[src/rtl/wide_word_lane_unpacker_if.sv]
// Bundle of the wide-word input stream, the narrow lane output stream and status signals
// for wide_word_lane_unpacker. master drives the source/sink side, slave is the unpacker.
interface wide_word_lane_unpacker_if #(
  parameter int unsigned DATA_WIDTH_BIT = 512,
  parameter int unsigned LANE_W         = 16,
  parameter int unsigned OUT_W          = 16
) ();
  localparam int unsigned NUM_LANES = DATA_WIDTH_BIT / LANE_W;
  localparam int unsigned IDX_W     = $clog2(NUM_LANES);

  logic [DATA_WIDTH_BIT-1:0] in_data;
  logic [3:0]                in_shift;
  logic                      in_valid;
  logic                      in_ready;
  logic [OUT_W-1:0]          out_data;
  logic [IDX_W-1:0]          out_idx;
  logic                      out_last;
  logic                      out_valid;
  logic                      out_ready;
  logic                      clr_sat;
  logic                      sat_flag;
  logic [15:0]               word_cnt;

  modport master (
    output in_data, in_shift, in_valid, out_ready, clr_sat,
    input  in_ready, out_data, out_idx, out_last, out_valid, sat_flag, word_cnt
  );

  modport slave (
    input  in_data, in_shift, in_valid, out_ready, clr_sat,
    output in_ready, out_data, out_idx, out_last, out_valid, sat_flag, word_cnt
  );
endinterface

[src/rtl/wide_word_lane_unpacker.sv]
// Holds one packed word and emits its signed lanes one per beat, each rescaled by a
// rounding arithmetic right shift and saturated to OUT_W bits.
module wide_word_lane_unpacker #(
  parameter int unsigned DATA_WIDTH_BIT = 512,
  parameter int unsigned LANE_W         = 16,
  parameter int unsigned OUT_W          = 16
) (
  input logic                      clk,
  input logic                      rst,
  wide_word_lane_unpacker_if.slave bus
);
  localparam int unsigned NUM_LANES = DATA_WIDTH_BIT / LANE_W;
  localparam int unsigned IDX_W     = $clog2(NUM_LANES);
  localparam logic [IDX_W-1:0] LastIdx = IDX_W'(NUM_LANES - 1);
  localparam int SatMaxInt = (1 << (OUT_W - 1)) - 1;
  localparam int SatMinInt = -(1 << (OUT_W - 1));
  localparam logic signed [LANE_W:0] SatMax = (LANE_W + 1)'(SatMaxInt);
  localparam logic signed [LANE_W:0] SatMin = (LANE_W + 1)'(SatMinInt);

  typedef enum logic [0:0] {StIdle, StStream} state_e;

  state_e                    state_q, state_d;
  logic [DATA_WIDTH_BIT-1:0] word_q, word_d;
  logic [3:0]                shift_q, shift_d;
  logic [IDX_W-1:0]          idx_q, idx_d;
  logic                      sat_q, sat_d;
  logic [15:0]               cnt_q, cnt_d;

  logic                      out_valid;
  logic                      out_last;
  logic                      beat_hs;
  logic                      last_hs;
  logic                      in_ready;
  logic                      take;

  logic signed [LANE_W-1:0]  lane;
  logic signed [LANE_W:0]    lane_ext;
  logic signed [LANE_W:0]    rnd;
  logic signed [LANE_W:0]    scaled;
  logic                      sat_hi;
  logic                      sat_lo;
  logic [OUT_W-1:0]          out_data;

  // Output datapath: depends only on held word, index and shift.
  always_comb begin
    lane     = word_q[idx_q * LANE_W +: LANE_W];
    lane_ext = {lane[LANE_W-1], lane};
    rnd      = (LANE_W + 1)'(1) << (shift_q - 4'd1);
    if (shift_q == 4'd0) begin
      scaled = lane_ext;
    end else begin
      scaled = (lane_ext + rnd) >>> shift_q;
    end
    sat_hi = scaled > SatMax;
    sat_lo = scaled < SatMin;
    if (sat_hi) begin
      out_data = SatMax[OUT_W-1:0];
    end else if (sat_lo) begin
      out_data = SatMin[OUT_W-1:0];
    end else begin
      out_data = scaled[OUT_W-1:0];
    end
  end

  always_comb begin
    out_valid = (state_q == StStream);
    out_last  = (idx_q == LastIdx);
    beat_hs   = out_valid & bus.out_ready;
    last_hs   = beat_hs & out_last;
    // Accepting on the last beat keeps back-to-back words free of bubbles.
    in_ready  = (state_q == StIdle) | last_hs;
    take      = bus.in_valid & in_ready;
  end

  always_comb begin
    state_d = state_q;
    word_d  = word_q;
    shift_d = shift_q;
    idx_d   = idx_q;
    sat_d   = sat_q;
    cnt_d   = cnt_q;
    if (take) begin
      word_d  = bus.in_data;
      shift_d = bus.in_shift;
      idx_d   = '0;
      state_d = StStream;
    end else if (last_hs) begin
      idx_d   = '0;
      state_d = StIdle;
    end else if (beat_hs) begin
      idx_d = idx_q + 1'b1;
    end
    if (last_hs) begin
      cnt_d = cnt_q + 16'd1;
    end
    if (beat_hs & (sat_hi | sat_lo)) begin
      sat_d = 1'b1;
    end else if (bus.clr_sat) begin
      sat_d = 1'b0;
    end
  end

  always_ff @(posedge clk) begin
    if (rst) begin
      state_q <= StIdle;
      word_q  <= '0;
      shift_q <= '0;
      idx_q   <= '0;
      sat_q   <= 1'b0;
      cnt_q   <= '0;
    end else begin
      state_q <= state_d;
      word_q  <= word_d;
      shift_q <= shift_d;
      idx_q   <= idx_d;
      sat_q   <= sat_d;
      cnt_q   <= cnt_d;
    end
  end

  always_comb begin
    bus.in_ready  = in_ready;
    bus.out_valid = out_valid;
    bus.out_data  = out_data;
    bus.out_idx   = idx_q;
    bus.out_last  = out_last;
    bus.sat_flag  = sat_q;
    bus.word_cnt  = cnt_q;
  end
endmodule

[src/flat_wrapper.sv]
// flat-port wrapper written by rule: the top's interface ports become plain ports
module wide_word_lane_unpacker_flat 
#(
  parameter int unsigned DATA_WIDTH_BIT = 512,
  parameter int unsigned LANE_W         = 16,
  parameter int unsigned OUT_W          = 16
)
  (clk, rst, bus_in_data, bus_in_shift, bus_in_valid, bus_out_ready, bus_clr_sat, bus_in_ready, bus_out_data, bus_out_idx, bus_out_last, bus_out_valid, bus_sat_flag, bus_word_cnt);
  wide_word_lane_unpacker_if #(.DATA_WIDTH_BIT(DATA_WIDTH_BIT), .LANE_W(LANE_W), .OUT_W(OUT_W)) bus_i ();
  input logic clk;
  input logic rst;
  input wire logic [$bits(bus_i.in_data)-1:0] bus_in_data;
  input wire logic [$bits(bus_i.in_shift)-1:0] bus_in_shift;
  input wire logic [$bits(bus_i.in_valid)-1:0] bus_in_valid;
  input wire logic [$bits(bus_i.out_ready)-1:0] bus_out_ready;
  input wire logic [$bits(bus_i.clr_sat)-1:0] bus_clr_sat;
  output wire logic [$bits(bus_i.in_ready)-1:0] bus_in_ready;
  output wire logic [$bits(bus_i.out_data)-1:0] bus_out_data;
  output wire logic [$bits(bus_i.out_idx)-1:0] bus_out_idx;
  output wire logic [$bits(bus_i.out_last)-1:0] bus_out_last;
  output wire logic [$bits(bus_i.out_valid)-1:0] bus_out_valid;
  output wire logic [$bits(bus_i.sat_flag)-1:0] bus_sat_flag;
  output wire logic [$bits(bus_i.word_cnt)-1:0] bus_word_cnt;
  assign bus_i.in_data = bus_in_data;
  assign bus_i.in_shift = bus_in_shift;
  assign bus_i.in_valid = bus_in_valid;
  assign bus_i.out_ready = bus_out_ready;
  assign bus_i.clr_sat = bus_clr_sat;
  assign bus_in_ready = bus_i.in_ready;
  assign bus_out_data = bus_i.out_data;
  assign bus_out_idx = bus_i.out_idx;
  assign bus_out_last = bus_i.out_last;
  assign bus_out_valid = bus_i.out_valid;
  assign bus_sat_flag = bus_i.sat_flag;
  assign bus_word_cnt = bus_i.word_cnt;
  wide_word_lane_unpacker #(.DATA_WIDTH_BIT(DATA_WIDTH_BIT), .LANE_W(LANE_W), .OUT_W(OUT_W)) u_core (.clk(clk), .rst(rst), .bus(bus_i));
endmodule
[config.mk]
export PLATFORM = sky130hd
export DESIGN_NAME = wide_word_lane_unpacker_flat
export DESIGN_NICKNAME = d
export VERILOG_FILES = /design/src/rtl/wide_word_lane_unpacker_if.sv /design/src/rtl/wide_word_lane_unpacker.sv /design/src/flat_wrapper.sv
export SDC_FILE = /design/constraint.sdc
export NUM_CORES = 1
export LEC_CHECK = 0
export BUFFER_PORTS_ARGS = -buffer_cell sky130_fd_sc_hd__buf_2
export CAP_MARGIN = 40
export CORE_ASPECT_RATIO = 2
export CORE_MARGIN = 4
export CORE_UTILIZATION = 50
export CTS_CLUSTER_SIZE = 28
export DETAILED_ROUTE_END_ITERATION = 12
export MAX_ROUTING_LAYER = met4
export PLACE_DENSITY_LB_ADDON = 0.25
export SLEW_MARGIN = 20
export SYNTH_ARGS = -nofsm -noshare
export SYNTH_HDL_FRONTEND = slang
export SYNTH_SLANG_ARGS = --single-unit
[constraint.sdc]
create_clock -name clk -period 6.07 [get_ports clk]
set_clock_uncertainty 0.15 [all_clocks]
set_input_delay 0.9105 -clock clk [delete_from_list [all_inputs] [get_ports clk]]
set_output_delay 0.9105 -clock clk [all_outputs]
set_load 0.005 [all_outputs]
==> flow_summary.yaml, run 1 <==
timing:
  finalSetupTns_ps: -662
  slew_headroom_pct: 38.1
  final.period_utilization_pct: 102
  hold_slack_ps: 302
  finalCriticalPeriod_ps: 6180
  hold_violations: 0
  max_freq_mhz: 162
  fin_ws_ps: -107
  worst_pin_slew_ps: 928
  final-setup-viol-count: 12
  slew_violations: 0
  rsz0062_at_grt: "yes"
final_layout:
  layout.cells.most_common: "nand2_1"
  nets: 4091
  syn_to_final_growth_pct: 26.5
  drive_gt1_share_pct: 30.0
  final_cell_mix: "1104 x nand2_1, 560 x buf_2, 540 x a21oi_1"
global_route:
  grt_util_met2_pct: 65.7
  globalRouteOverflowTotal: 0
  grt_usage_pct: 36.9
  grt_max_degree: 203
  grt_pass1_wl_um: 147000
  antenna_found_initial: 9
  grt_pass1_vias: 24401
  met1_usage_pct: 38.1
  grt_util_met3_pct: 3.97
  busiest_layer: "met2"
floorplan:
  io-pin-count: 562
  dieWidth_um: 166
  coreArea_mm2: 0.0492
  start_util_pct: 50.5
  std_cell_rows: 115
  die_y_um: 323
  die-area_mm2: 0.0535
yosys:
  ys_ff_latch: 539
  synth-edff-count: 0
  synth-async-reset-ratio_pct: 0
  syn_inst: 2980
  ys.flop_type: "dfxtp_1"
  synth_cell_types: 79
  synth_top_area_cell: "dfxtp_1"
  yosysSeqAreaShare_pct: 43.4
  yosysTopAreaCellShare_pct: 43.4
  synth_area_mm2: 0.0248
  yosys-top-cells-area: "dfxtp_1 43%, nand2_1 17%, mux4_2 12%, a21oi_1 11%, clkbuf_1 2.6%"
  synth_nets: 3521
  yosysWarnings: 0
  avgSynthCellArea_um2: 8.34
critical_path:
  path_max_fanout: 10
  worstSetupEndpointType: "output port"
  crit_start: "u_core.bus.out_idx[0]"
  start_kind: "flip-flop"
  timing.rr.start: "u_core.bus.out_idx[1]"
  critPathArrivalTime_ps: 5120
  critical_path_class: "flip-flop to output port"
  required_ps: 5010
cts:
  h-tree-depth: 2
  cts_tree: "yes"
  clk_pin_slew_ps: 60
  cts_hold_buf: 0
  cts_buffer_depth: 3
  numCtsBuffers: 47
  cts-root-buf: "clkbuf_16"
  clock_latency_ps: 580
  clock-sinks: 539
power:
  leakage_nw: 12.7
  vdd_ir_drop_max_uv: 279
  p_per_area_mw_per_mm2: 260
detailed_routing:
  firstDrtPassIters: 8
  wl_um: 101000
  vias: 24427
  drt_iter0_drc: 2022
  drc: 0
  wl_per_cell_um: 23.9
  vias_per_cell: 5.76
  antenna_left: 0
run_status:
  status: "finished with violations"
  violations: "negative setup slack"
job:
  maxCapViolations: 0
worst_hold_path:
  hold_start: "u_core.word_q[483]"
  hold_class: "flip-flop to flip-flop"
placed_design:
  io_buffers: 561
  gp_congestion: 0.961
  hpwl_um: 78200
  post-place-ws_ps: 21.0
metrics by stage:
stage | utilization (%) | cells | area [um^2] | power, mW
finish | 63.9 | 4238 | 31400 | 8.17
global route | 63.9 | 4236 | 31400 | 8.44
CTS | 63.2 | 4210 | 31100 | 8.17
detailed placement | 58.4 | 4094 | 28800 | 5.10
global placement | 58.4 | 4093 | 28800 | 5.08
floorplan | - | 2980 | 24800 | 4.53
state kept, by name, indices dropped and copies added (netlist names):
signal / flops
u_core.bus.word_cnt: 16
u_core.bus.sat_flag: 1
u_core.shift_q: 4
u_core.word_q: 512
u_core.bus.out_valid: 1
u_core.bus.out_idx: 5
repair_timing:
item                                   4_1_cts  5_1_grt
setup endpoints to repair                   15       15
endpoints found under the hold margin        0        0
buffers inserted                            30       16
gates cloned                                 3        0
gates resized for setup                     82       29
pin swaps                                   30       22
cell type report:
class | count | area [um^2]
tap | 643 | 805
antenna | 11 | 27.5
inverter | 8 | 30.0
multi-input combinational | 2187 | 13400
clock inverter | 17 | 204
clock buffer | 66 | 1330
timing repair buffer | 767 | 4850
fill | 4383 | 17800
sequential | 539 | 10800
critical path, stage by stage (launching register included):
cell	delay (ps)
dfxtp_4	370
buf_12	170
buf_16	150
buf_12	150
mux4_2	580
a211oi_2	360
nor4_4	90
ha_1	250
buf_4	150
o211ai_1	280
o21ai_4	110
buf_12	140
o31ai_4	220
a21oi_4	110
o41ai_4	290
buf_4	190
xnor2_4	120
buf_12	150
o22ai_1	100
a221oi_2	340
buf_2	170
layer usage:
metal | up-vias | wire [um] | share of wire (%)
li1 | 11350 | - | -
met2 | 1146 | 52400 | 52
met3 | 301 | 5440 | 5.4
met5 | - | 0 | 0
met4 | 0 | 8800 | 8.7
met1 | 11630 | 34600 | 34
path summary, 6_finish.rpt:
check,endpoint,slack (ps),cells after the start
min reg2reg,u_core.word_q[483],300,2
min,u_core.word_q[483],300,2
max reg2reg,u_core.word_q[121],2260,10
max,bus_out_data[11],-110,20
synth_stat cells (all sizes together) (8+ instances only):
master and instances:
nand2 1107, a21oi 549, dfxtp 539, clkbuf 175
mux4 132, buf 71, nor2 58, mux2i 36
o21ai 25, o22ai 20, ha 19, nor3 18
a211oi 17, xor2 15, nand3 13, mux2 11
nor2b 11, xnor2 11, o211ai 10, a22oi 9
and2 9, nand2b 9, and3 8, or3 8
cells by family (layout without fill, tap and decap cells):
logic type	Yosys count	after routing	synth area share, %
AO/OA/AOI/OAI	695	695	15.7
XOR/XNOR	26	26	0.992
adder cells (fa/ha/maj)	20	20	1.04
buffers and inverters	254	858	4.62
flip-flops	539	539	43.4
multiplexers	179	179	13.9
other	0	11	0
AND/OR/NAND/NOR	1267	1267	20.2
power by group:
part / switching, mW / internal [mW] / leakage, nW
combinational: 0.720 / 0.537 / 7.51
clock: 1.38 / 1.67 / 0.753
sequential: 0.129 / 3.73 / 4.42
Note: power is estimated with default switching activity, not from simulation.
==> run 2: changes to the inputs <==
- CELL_PAD_IN_SITES_DETAIL_PLACEMENT: unset -> 1
- CELL_PAD_IN_SITES_GLOBAL_PLACEMENT: unset -> 1
- CORE_UTILIZATION: 50 -> 40
==> run 2 against run 1 <==
Effect of this change:
- utilization fell by 12 points
- the flow still finishes with violations (negative setup slack)
- highest routed layer unchanged
- largest power group unchanged
- register-to-register slack improved by 230 ps
- largest cell class unchanged
- fmax rose by 0.12%
==> flow_summary.yaml, run 2 (same netlist as run 1, synthesis figures left out) <==
run_status:
  status: "finished with violations"
  violations: "negative setup slack"
cts:
  clock_latency_ps: 620
  clk_pin_slew_ps: 70
  cts_buffer_depth: 3
  h-tree-depth: 2
  numCtsBuffers: 49
  cts-root-buf: "clkbuf_16"
  cts_tree: "yes"
  clock-sinks: 539
timing:
  max_freq_mhz: 162
  slew_violations: 0
  final.period_utilization_pct: 102
  slew_headroom_pct: 40.0
  worst_pin_slew_ps: 900
  hold_violations: 0
  hold_slack_ps: 307
  fin_ws_ps: -99.7
  rsz0062_at_grt: "yes"
  final-setup-viol-count: 8
  finalCriticalPeriod_ps: 6170
floorplan:
  die-area_mm2: 0.0664
  dieWidth_um: 184
  coreArea_mm2: 0.0617
  std_cell_rows: 129
  start_util_pct: 40.3
  die_y_um: 360
  io-pin-count: 562
critical_path:
  critPathTopFamily: "compound AO/OA/AOI/OAI gates"
  worstSetupEndpointType: "output port"
  crit_cells: 20
  cp_slowest_stage_delay_ps: 550
  critical_path_class: "flip-flop to output port"
  path_max_fanout: 7
  path_cells: "buf_12 -> buf_16 -> buf_8 -> buf_4 -> mux4_2 -> mux2i_1 -> a22o_1 -> a221oi_1 -> buf_4 -> ha_1 -> a21oi_1 -> mux2_4 -> a21o_1 -> a211oi_2 -> buf_4 -> nor2_2 -> a221o_1 -> o21a_1 -> a221oi_2 -> buf_2"
  critical_path_buf_inv_count: 7
  critPathArrivalTime_ps: 5110
  required_ps: 5010
  crit_slowest_cell: "mux4_2"
  start_kind: "flip-flop"
  crit_top_cell: "buf_4"
  rr_worst_depth: 12
job:
  maxCapViolations: 0
detailed_routing:
  drc: 0
  vias: 24785
  drt_iter0_drc: 1626
  vias_per_cell: 5.64
  wl_um: 118000
  wl_per_cell_um: 26.9
  antenna_left: 0
  firstDrtPassIters: 5
placed_design:
  hpwl_um: 92800
  gp_congestion: 0.963
  io_buffers: 561
  post-place-ws_ps: 72.6
final_layout:
  regMostFlops: "u_core.word_q"
  layout.cells.most_common: "nand2_1"
  fill_cells: 7408
  drive_gt1_share_pct: 30.7
  multiInputGateArea_mm2: 0.0136
  largest_register_ffs: 512
  fin_util_pct: 51.9
  syn_to_final_growth_pct: 28.7
  nets: 4086
  seq_area_mm2: 0.0108
  final_cell_mix: "1103 x nand2_1, 560 x buf_2, 540 x a21oi_1"
worst_hold_path:
  hold_class: "flip-flop to flip-flop"
  hold_depth: 2
power:
  leakage_nw: 12.8
  vdd_ir_drop_max_uv: 262
  p_per_area_mw_per_mm2: 266
global_route:
  grt_pass1_wl_um: 169000
  grt_pass1_vias: 26495
  grt_usage_pct: 35.2
  globalRouteOverflowTotal: 0
  antenna_found_initial: 25
  grt_max_degree: 147
run 2: changes by cell type in the layout (fill, tap and decap cells not counted), sizes merged:
cell	change
clkinv	+3
inv	-1
bufbuf	-1
clkinvlp	-1
clkbuf	+7
xnor2	+1
buf	-7
diode	+15
run 2: power by group:
part / total (mW) / switching (mW) / internal (mW) / leakage [nW]
registers: 3.87 / 0.143 / 3.73 / 4.42
logic: 1.33 / 0.782 / 0.552 / 7.52
clock network: 3.29 / 1.46 / 1.82 / 0.834
total: 8.49 / 2.39 / 6.10 / 12.8
run 2: stage by stage:
step                      power [mW]  setup TNS [ps]  instance area [um^2]  std cells
final                           8.49            -374                 32000       4397
after global routing            8.79           -2040                 32000       4394
after CTS                       8.50            -806                 31600       4363
after detailed placement        5.19               0                 29000       4235
after global placement          5.15               0                 29000       4233
after floorplan                 4.53               0                 24800       2980
run 2: cell type report:
class                   instances  share of cell area (%)
multi-input cells            2188                    42.4
flip-flops and latches        539                    33.8
repair buffers                759                    15.2
clock buffers                  73                    4.59
well taps                     786                    3.08
clock inverters                18                   0.696
diodes                         26                   0.203
inverters                       8                  0.0939
run 2: final timing paths:
kind | to | slack (ps) | startpoint
worst max-delay path | bus_out_data[11] | -100 | u_core.bus.out_idx[0]
worst min-delay path | u_core.word_q[28] | 310 | u_core.word_q[28]
worst max register to register | u_core.word_q[68] | 2490 | u_core.bus.out_idx[0]
worst min register to register | u_core.word_q[28] | 310 | u_core.word_q[28]
run 2: layer usage:
| metal | part of all wire, % | global-route usage, % | up-vias |
|---|---|---|---|
| li1 | - | - | 11357 |
| met1 | 35 | 35.8 | 12199 |
| met2 | 51 | 60.9 | 919 |
| met3 | 5.2 | 5.23 | 310 |
| met4 | 9.0 | 25.0 | 0 |
| met5 | 0 | - | - |
run 2: worst min-delay path, delay by kind of cell, from the launching register on:
| kind | cells | cell delay [ps] |
|---|---|---|
| DFF | 1 | 310 |
| AOI/OAI and AO/OA | 1 | 50 |
| and+or+nand+nor | 1 | 50 |
run 2: what timing repair did:
item	CTS	global route
pin swaps	37	27
setup endpoints to repair	16	15
cloned	5	0
resized for setup	105	49
hold buffers	0	0
setup buffers	33	8
